## src/rtl/speed_ramp_controller.sv

```systemverilog
// Game-pace controller: turns variable-timer timeouts into asteroid steps,
// ramps Speed every STEPS_PER_LEVEL steps up to MAX_SPEED and keeps a saturating score.
module speed_ramp_controller #(
  parameter int STEPS_PER_LEVEL = 8,
  parameter int START_SPEED     = 1,
  parameter int MAX_SPEED       = 5
) (
  input  logic       Clk,
  input  logic       Rst,
  input  logic       Start,
  input  logic       Pause,
  input  logic       GameOver,
  input  logic       TimeoutPulse,
  output logic       VarTimerEnable,
  output logic [3:0] Speed,
  output logic       StepPulse,
  output logic       LevelUp,
  output logic [7:0] Score
);

  // Handshake: TimeoutPulse, Start and GameOver are single-cycle strobes sampled
  // on the rising edge; every output is a flop and reflects that edge one cycle later.

  typedef enum logic [1:0] {
    S_IDLE   = 2'd0,
    S_RUN    = 2'd1,
    S_PAUSED = 2'd2,
    S_OVER   = 2'd3
  } state_t;

  localparam logic [7:0] CNT_LAST   = 8'(STEPS_PER_LEVEL - 1);
  localparam logic [3:0] SPEED_INIT = 4'(START_SPEED);
  localparam logic [3:0] SPEED_MAX  = 4'(MAX_SPEED);
  localparam logic [7:0] SCORE_MAX  = 8'hFF;

  state_t     state_q, state_d;
  logic       enable_q, enable_d;
  logic [3:0] speed_q, speed_d;
  logic [7:0] score_q, score_d;
  logic [7:0] cnt_q, cnt_d;
  logic       step_q, step_d;
  logic       level_q, level_d;
  logic       accept;
  logic       reload;

  always_comb begin
    state_d = state_q;
    accept  = 1'b0;
    reload  = 1'b0;

    case (state_q)
      S_IDLE, S_OVER: begin
        // GameOver is irrelevant here, so a coincident Start always wins.
        if (Start) begin
          state_d = S_RUN;
          reload  = 1'b1;
        end
      end
      S_RUN: begin
        if (GameOver) begin
          state_d = S_OVER;
        end else begin
          accept = TimeoutPulse;
          if (Pause) state_d = S_PAUSED;
        end
      end
      S_PAUSED: begin
        if (GameOver)    state_d = S_OVER;
        else if (!Pause) state_d = S_RUN;
      end
      default: state_d = S_IDLE;
    endcase
  end

  always_comb begin
    speed_d = speed_q;
    score_d = score_q;
    cnt_d   = cnt_q;
    step_d  = 1'b0;
    level_d = 1'b0;

    if (reload) begin
      speed_d = SPEED_INIT;
      score_d = 8'd0;
      cnt_d   = 8'd0;
    end else if (accept) begin
      step_d = 1'b1;
      if (score_q != SCORE_MAX) score_d = score_q + 8'd1;
      // The level counter keeps wrapping at the ceiling; only Speed stops.
      if (cnt_q == CNT_LAST) begin
        cnt_d = 8'd0;
        if (speed_q < SPEED_MAX) begin
          speed_d = speed_q + 4'd1;
          level_d = 1'b1;
        end
      end else begin
        cnt_d = cnt_q + 8'd1;
      end
    end
  end

  // Enable tracks the next state so it is itself a registered output.
  always_comb begin
    enable_d = (state_d == S_RUN);
  end

  always_ff @(posedge Clk) begin
    if (!Rst) begin
      state_q  <= S_IDLE;
      enable_q <= 1'b0;
      speed_q  <= SPEED_INIT;
      score_q  <= 8'd0;
      cnt_q    <= 8'd0;
      step_q   <= 1'b0;
      level_q  <= 1'b0;
    end else begin
      state_q  <= state_d;
      enable_q <= enable_d;
      speed_q  <= speed_d;
      score_q  <= score_d;
      cnt_q    <= cnt_d;
      step_q   <= step_d;
      level_q  <= level_d;
    end
  end

  assign VarTimerEnable = enable_q;
  assign Speed          = speed_q;
  assign StepPulse      = step_q;
  assign LevelUp        = level_q;
  assign Score          = score_q;

endmodule

```

## config.mk

```make
export PLATFORM = sky130hd
export DESIGN_NAME = speed_ramp_controller
export DESIGN_NICKNAME = d
export VERILOG_FILES = /design/src/rtl/speed_ramp_controller.sv
export SDC_FILE = /design/constraint.sdc
export NUM_CORES = 1
export LEC_CHECK = 0
export BUFFER_PORTS_ARGS = -buffer_cell sky130_fd_sc_hd__buf_2
export CAP_MARGIN = 10
export CORE_MARGIN = 3
export CORE_UTILIZATION = 47
export CTS_BUF_LIST = sky130_fd_sc_hd__clkbuf_16
export DETAILED_ROUTE_END_ITERATION = 10
export GPL_ROUTABILITY_DRIVEN = 0
export GPL_TIMING_DRIVEN = 0
export PLACE_DENSITY = 0.68
export RECOVER_POWER = 25
export SLEW_MARGIN = 20
export SYNTH_ARGS = -nofsm -noshare
export SYNTH_HDL_FRONTEND = slang
export SYNTH_SLANG_ARGS = --single-unit
```

## constraint.sdc

```tcl
create_clock -name Clk -period 3.8 [get_ports Clk]
set_input_delay 0.95 -clock Clk [delete_from_list [all_inputs] [get_ports Clk]]
set_output_delay 0.95 -clock Clk [all_outputs]
set_load 0.05 [all_outputs]
```

## Yosys cells after proc, flatten, opt, wreduce, memory -nomap -nowiden

Cells that the tools add are included.

- Flip-flop bits (word level): 25
- Input port bits: 6
- Output and inout port bits: 15
- Logic and storage cells: 39

- Add/subtract/negate cells: 3
- $lt $le $gt $ge: 1
- Eq/ne operators: 6
- Multiplexer cells: 13
- Bitwise operators: 3
- Reduce and logical (&&, ||, !) cells: 6

Operators by type and width:

| kind | number |
|---|---|
| adder 8 x 1 -> 8 bit, second input constant | 2 |
| two-way mux 2 bit | 5 |
| == test 8 x 3 -> 1 bit, second input constant | 1 |
| two-way mux 8 bit | 1 |
| != test 8 bit, second input constant | 1 |
| two-way mux 1 bit | 6 |
| one-hot mux 2 bit (3 select lines) | 1 |
| adder 4 x 1 -> 4 bit, second input constant | 1 |
| == test 2 x 1 -> 1 bit, second input constant | 2 |
| == test 2 bit, second input constant | 2 |
| < comparator 4 x 3 -> 1 bit, second input constant | 1 |
| OR reduction 2 bit | 2 |
| OR reduction 4 bit | 1 |
| NOT 1 bit | 3 |
| AND reduction 3 bit | 1 |
| zero test 2 bit | 1 |
| AND reduction 2 bit | 1 |

## Logic depth before layout (Yosys ltp)

- Depth after elaboration: 4
- Mapped depth: 7
- Depth with buffers taken out: 6

## Least setup slack after synthesis

Ideal clock, no wire load.

- Path type: in2reg
- From: input port GameOver
- To: register score_q[5] (netlist: Score[5])
- Library setup time: 0.070 ns
- Arrival: 2.033 ns
- Data required time: 3.730 ns
- Slack: 1.697 ns
- Cell stages on the path: 4
- Path buffers: 0
- Path through: nand3b_4 > or2_2 > or4_1 > a21oi_1

- Cells in the longest elaborated chain, start to end: 3

Ends and longest elaborated chain:

| what | RTL line | RTL |
|---|---|---|
| start, declared | 12 | `input logic GameOver,` |
| two-way mux 1 bit | 60 | `if (GameOver) begin` |
| two-way mux 1 bit | 51 | `case (state_q)` |
| AND reduction 2 bit (no source line) | - |  |
| end signal, assigned | 120 | `score_q <= score_d;` |
| end, declared | 39 | `logic [7:0] score_q, score_d;` |

Every way passes these cells.
A chain may end at the register's enable or synchronous reset.

## Final worst setup path

Ends and elaborated chain as after synthesis.

==> impl_results.md <==
- Setup Skew: 3.11 ps
- Final min period: 2310 ps
- Status: completed
- Port bufs: 20
- Net Switching: 0.116 mW
- Hold Buf Count CTS: 0
- Clock Path Buffers: 2
- CTS root buffer: clkbuf_16
- Hold path depth: 2
- Fmax: 434 MHz
- Most common cell after layout, fill and taps aside: dfxtp_1
- Clk slew on worst S/H paths: 60 ps
- Worst r2r src: state_q[1]
- CP Capture Type: flip-flop
- Syn Nets: 155
- Cell area after synthesis: 0.00123 mm2
- Switching Share: 21.6%
- # IOs: 21
- Final setup vio count: 0
- Pin count of the biggest net entering global routing: 15
- Post-DP Area: 0.00137 mm2
- Final hold violations: 0
- Peak VDD IR: 0.366 mV
- DIE WIDTH: 57.3 um
- Later-pin clock latency in the skew report: 250 ps
- Post-synthesis instance total: 143
- Antenna violations before repair: 0
- Grt ovf: 0
- Register share of total power: 49.9%
- Worst EP arrival: 2490 ps
- Area grow syn2layout: 15.9%
- Avg WL per Cell: 12.4 um
- Syn avg cell area: 8.64 um2
- Final Net Count: 180
- Core ar.: 0.00234 mm2
- Register area share after synthesis: 40.5%
- Post-synthesis cell type count: 37
- Count of pins over their slew limit: 0
- Crit start category: input port
- CTS HTree Levels: 1
- DR vias: 1076
- R2R depth: 6
- CTS Buf Count: 3
- CTS tree: built
- Post-cts sizing count: 0
- Flop-to-flop setup slack: 1720 ps
- Vias in the first global route: 1042
- Buffer and inverter count on the worst path: 1
- Cell taking the most area after synthesis: dfxtp_1
- Number of synthesized flops with an enable pin: 0
- Tightest Pin Transition: 593 ps
- Drt pass-1 iters: 5
- Unrepaired setup endpoints after global routing: no
- Dpl hpwl: 1820 um
- Top post-synthesis cells by area: dfxtp_1 (41%), ha_1 (6.1%), nor2_1 (5.2%)
- Share of cells above drive strength 1: 14.4%
- CP top delay family: simple AND/OR/NAND/NOR gates
- Row count: 17
- Initial DRC count: 43
- Synthesis-stage register bit count: 25
- Internal power: 0.421 mW
- Setup Crit Path Kind: input port to flip-flop
- Ant. Diodes: 0
- DR WL met3: 131 um
- Worst path slowest cell: or4_1
- Sum Neg Setup Slack: 0 ps
- FF-to-FF End: Score[5]
- Pwr dens: 375 mW/mm2
- Yosys warning count: 0
- Max incr delay on CP: 470 ps
- Clock Sinks: 25
- GRT Resource Usage Total: 16.9%
- Metal-1 WL: 1160 um
- Fin crit share: 60.7%
- Max layer used: met4
- Post-synth top area share: 40.5%
- Die H: 57.3 um
- Max Cap Viol: 0
- Met2 WL post-DR: 1100 um
- CP Data Required Time: 3990 ps
- Post-route DRC: 0
- Gate power share: 7.9%
- FILL cells: 209
- Vias per cell: 5.52
- Relative slew margins: 60.7%
- Highest-count cells in the layout ignoring fill and taps: dfxtp_1 (25), nor2_1 (17), buf_2 (15)
- Antenna-violating nets left: 0
- Crit-path max FO: 9
- Hold Crit Endpoint: cnt_q[1]
- Final WL: 2410 um
- Clock network fraction of design power: 42.3%
- Min-delay src: cnt_q[1]
- Crit path cell chain: clkbuf_1 -> nand3b_1 -> or2_2 -> or4_1 -> a21oi_1
- Die ar.: 0.00328 mm2
- Post-CTS Setup Bufs: 0
- LEAKAGE: 0.582 nW
- Initial Utilization: 52.8%
- First-pass GRT wire length: 4490 um
- HP Class: flip-flop to flip-flop
- Most common flop cell mapped by yosys: dfxtp_1
- FFs w/ async S/R, synth: 0%
- Final Instance Area: 0.00143 mm2
[worst max path at each step]
stage	startpoint	end	slack [ps]	cells past startpoint
global route	GameOver	Score[5]	1410	5
floorplan	GameOver	Score[5]	1700	4
detailed placement	GameOver	Score[1]	1470	6
finish	GameOver	Score[5]	1490	5
global placement	GameOver	Score[5]	1500	5
CTS	GameOver	Score[1]	1720	6
[worst reg2reg max path, delay by kind of cell, from the launching register on]
family                     cells  cell delay, ps
and+or+nand+nor                3            1230
DFF                            1             350
adders and majority gates      1             220
AOI/OAI and AO/OA              1             140
buffers and inverters          1              80
[layout make-up]
class	count	area [um2]	share of cell area (%)
plain buffers	2	7.51	0.524
clock buffers	3	75.1	5.24
clock inverters	1	5.00	0.350
inverters	5	18.8	1.31
multi-input cells	111	696	48.6
flip-flops and latches	25	500	35.0
well taps	28	35.0	2.45
repair buffers	20	93.8	6.56
[metal layers]
layer | GRT usage, % | vias up
met3 | 4.75 | 2
met5 | 0 | -
met2 | 27.7 | 25
met1 | 21.8 | 488
met4 | 4.30 | 0
li1 | - | 561
[power groups by stage]
| stage | Combinational, mW | Sequential [mW] | Clock, mW |
|---|---|---|---|
| 2_1_floorplan | 0.0260 | 0.279 | 0 |
| 3_3_place_gp | 0.0431 | 0.273 | 0 |
| 3_5_place_dp | 0.0449 | 0.274 | 0 |
| 4_1_cts | 0.0450 | 0.268 | 0.234 |
| 5_1_grt | 0.0477 | 0.268 | 0.243 |
| 6_report | 0.0422 | 0.268 | 0.227 |
[cells in the mapped netlist, types with 3 or more instances]
library cell / n
nand4_1: 4
nand2_1: 13
xor2_1: 6
inv_1: 5
nor3_1: 4
nand3_1: 8
dfxtp_1: 25
nor2_1: 17
and2_1: 3
a21oi_1: 6
xnor2_1: 3
and3_1: 4
o21ai_0: 6
ha_1: 6
nand2b_1: 3
[cell families (layout without fill, tap and decap cells)]
| family | after synthesis | count (layout) | share of synthesized area (%) |
|---|---|---|---|
| XOR/XNOR | 9 | 9 | 6.38 |
| flip-flops | 25 | 25 | 40.5 |
| AO/OA/AOI/OAI | 26 | 26 | 13.4 |
| AND/OR/NAND/NOR | 68 | 68 | 29.9 |
| adder cells (fa/ha/maj) | 7 | 7 | 6.89 |
| multiplexers | 1 | 1 | 0.811 |
| buffers and inverters | 7 | 31 | 2.13 |
[through the flow]
| step | instances | utilization (%) | hold slack, ps | setup slack, ps | power [mW] |
|---|---|---|---|---|---|
| 4_1_cts | 195 | 62.0 | 482 | 1720 | 0.547 |
| 3_3_place_gp | 191 | 58.6 | 461 | 1500 | 0.316 |
| 2_1_floorplan | 143 | - | 449 | 1700 | 0.305 |
| 3_5_place_dp | 191 | 58.6 | 473 | 1470 | 0.318 |
| 6_report | 195 | 61.2 | 475 | 1490 | 0.537 |
| 5_1_grt | 195 | 61.2 | 520 | 1410 | 0.558 |
[flip-flops by register name, summed over array words and instances, names as in the netlist]
name	flops
VarTimerEnable	1
Score	8
StepPulse	1
cnt_q	8
LevelUp	1
state_q	2
Speed	4
No activity file was read; power rests on OpenSTA's default activity.
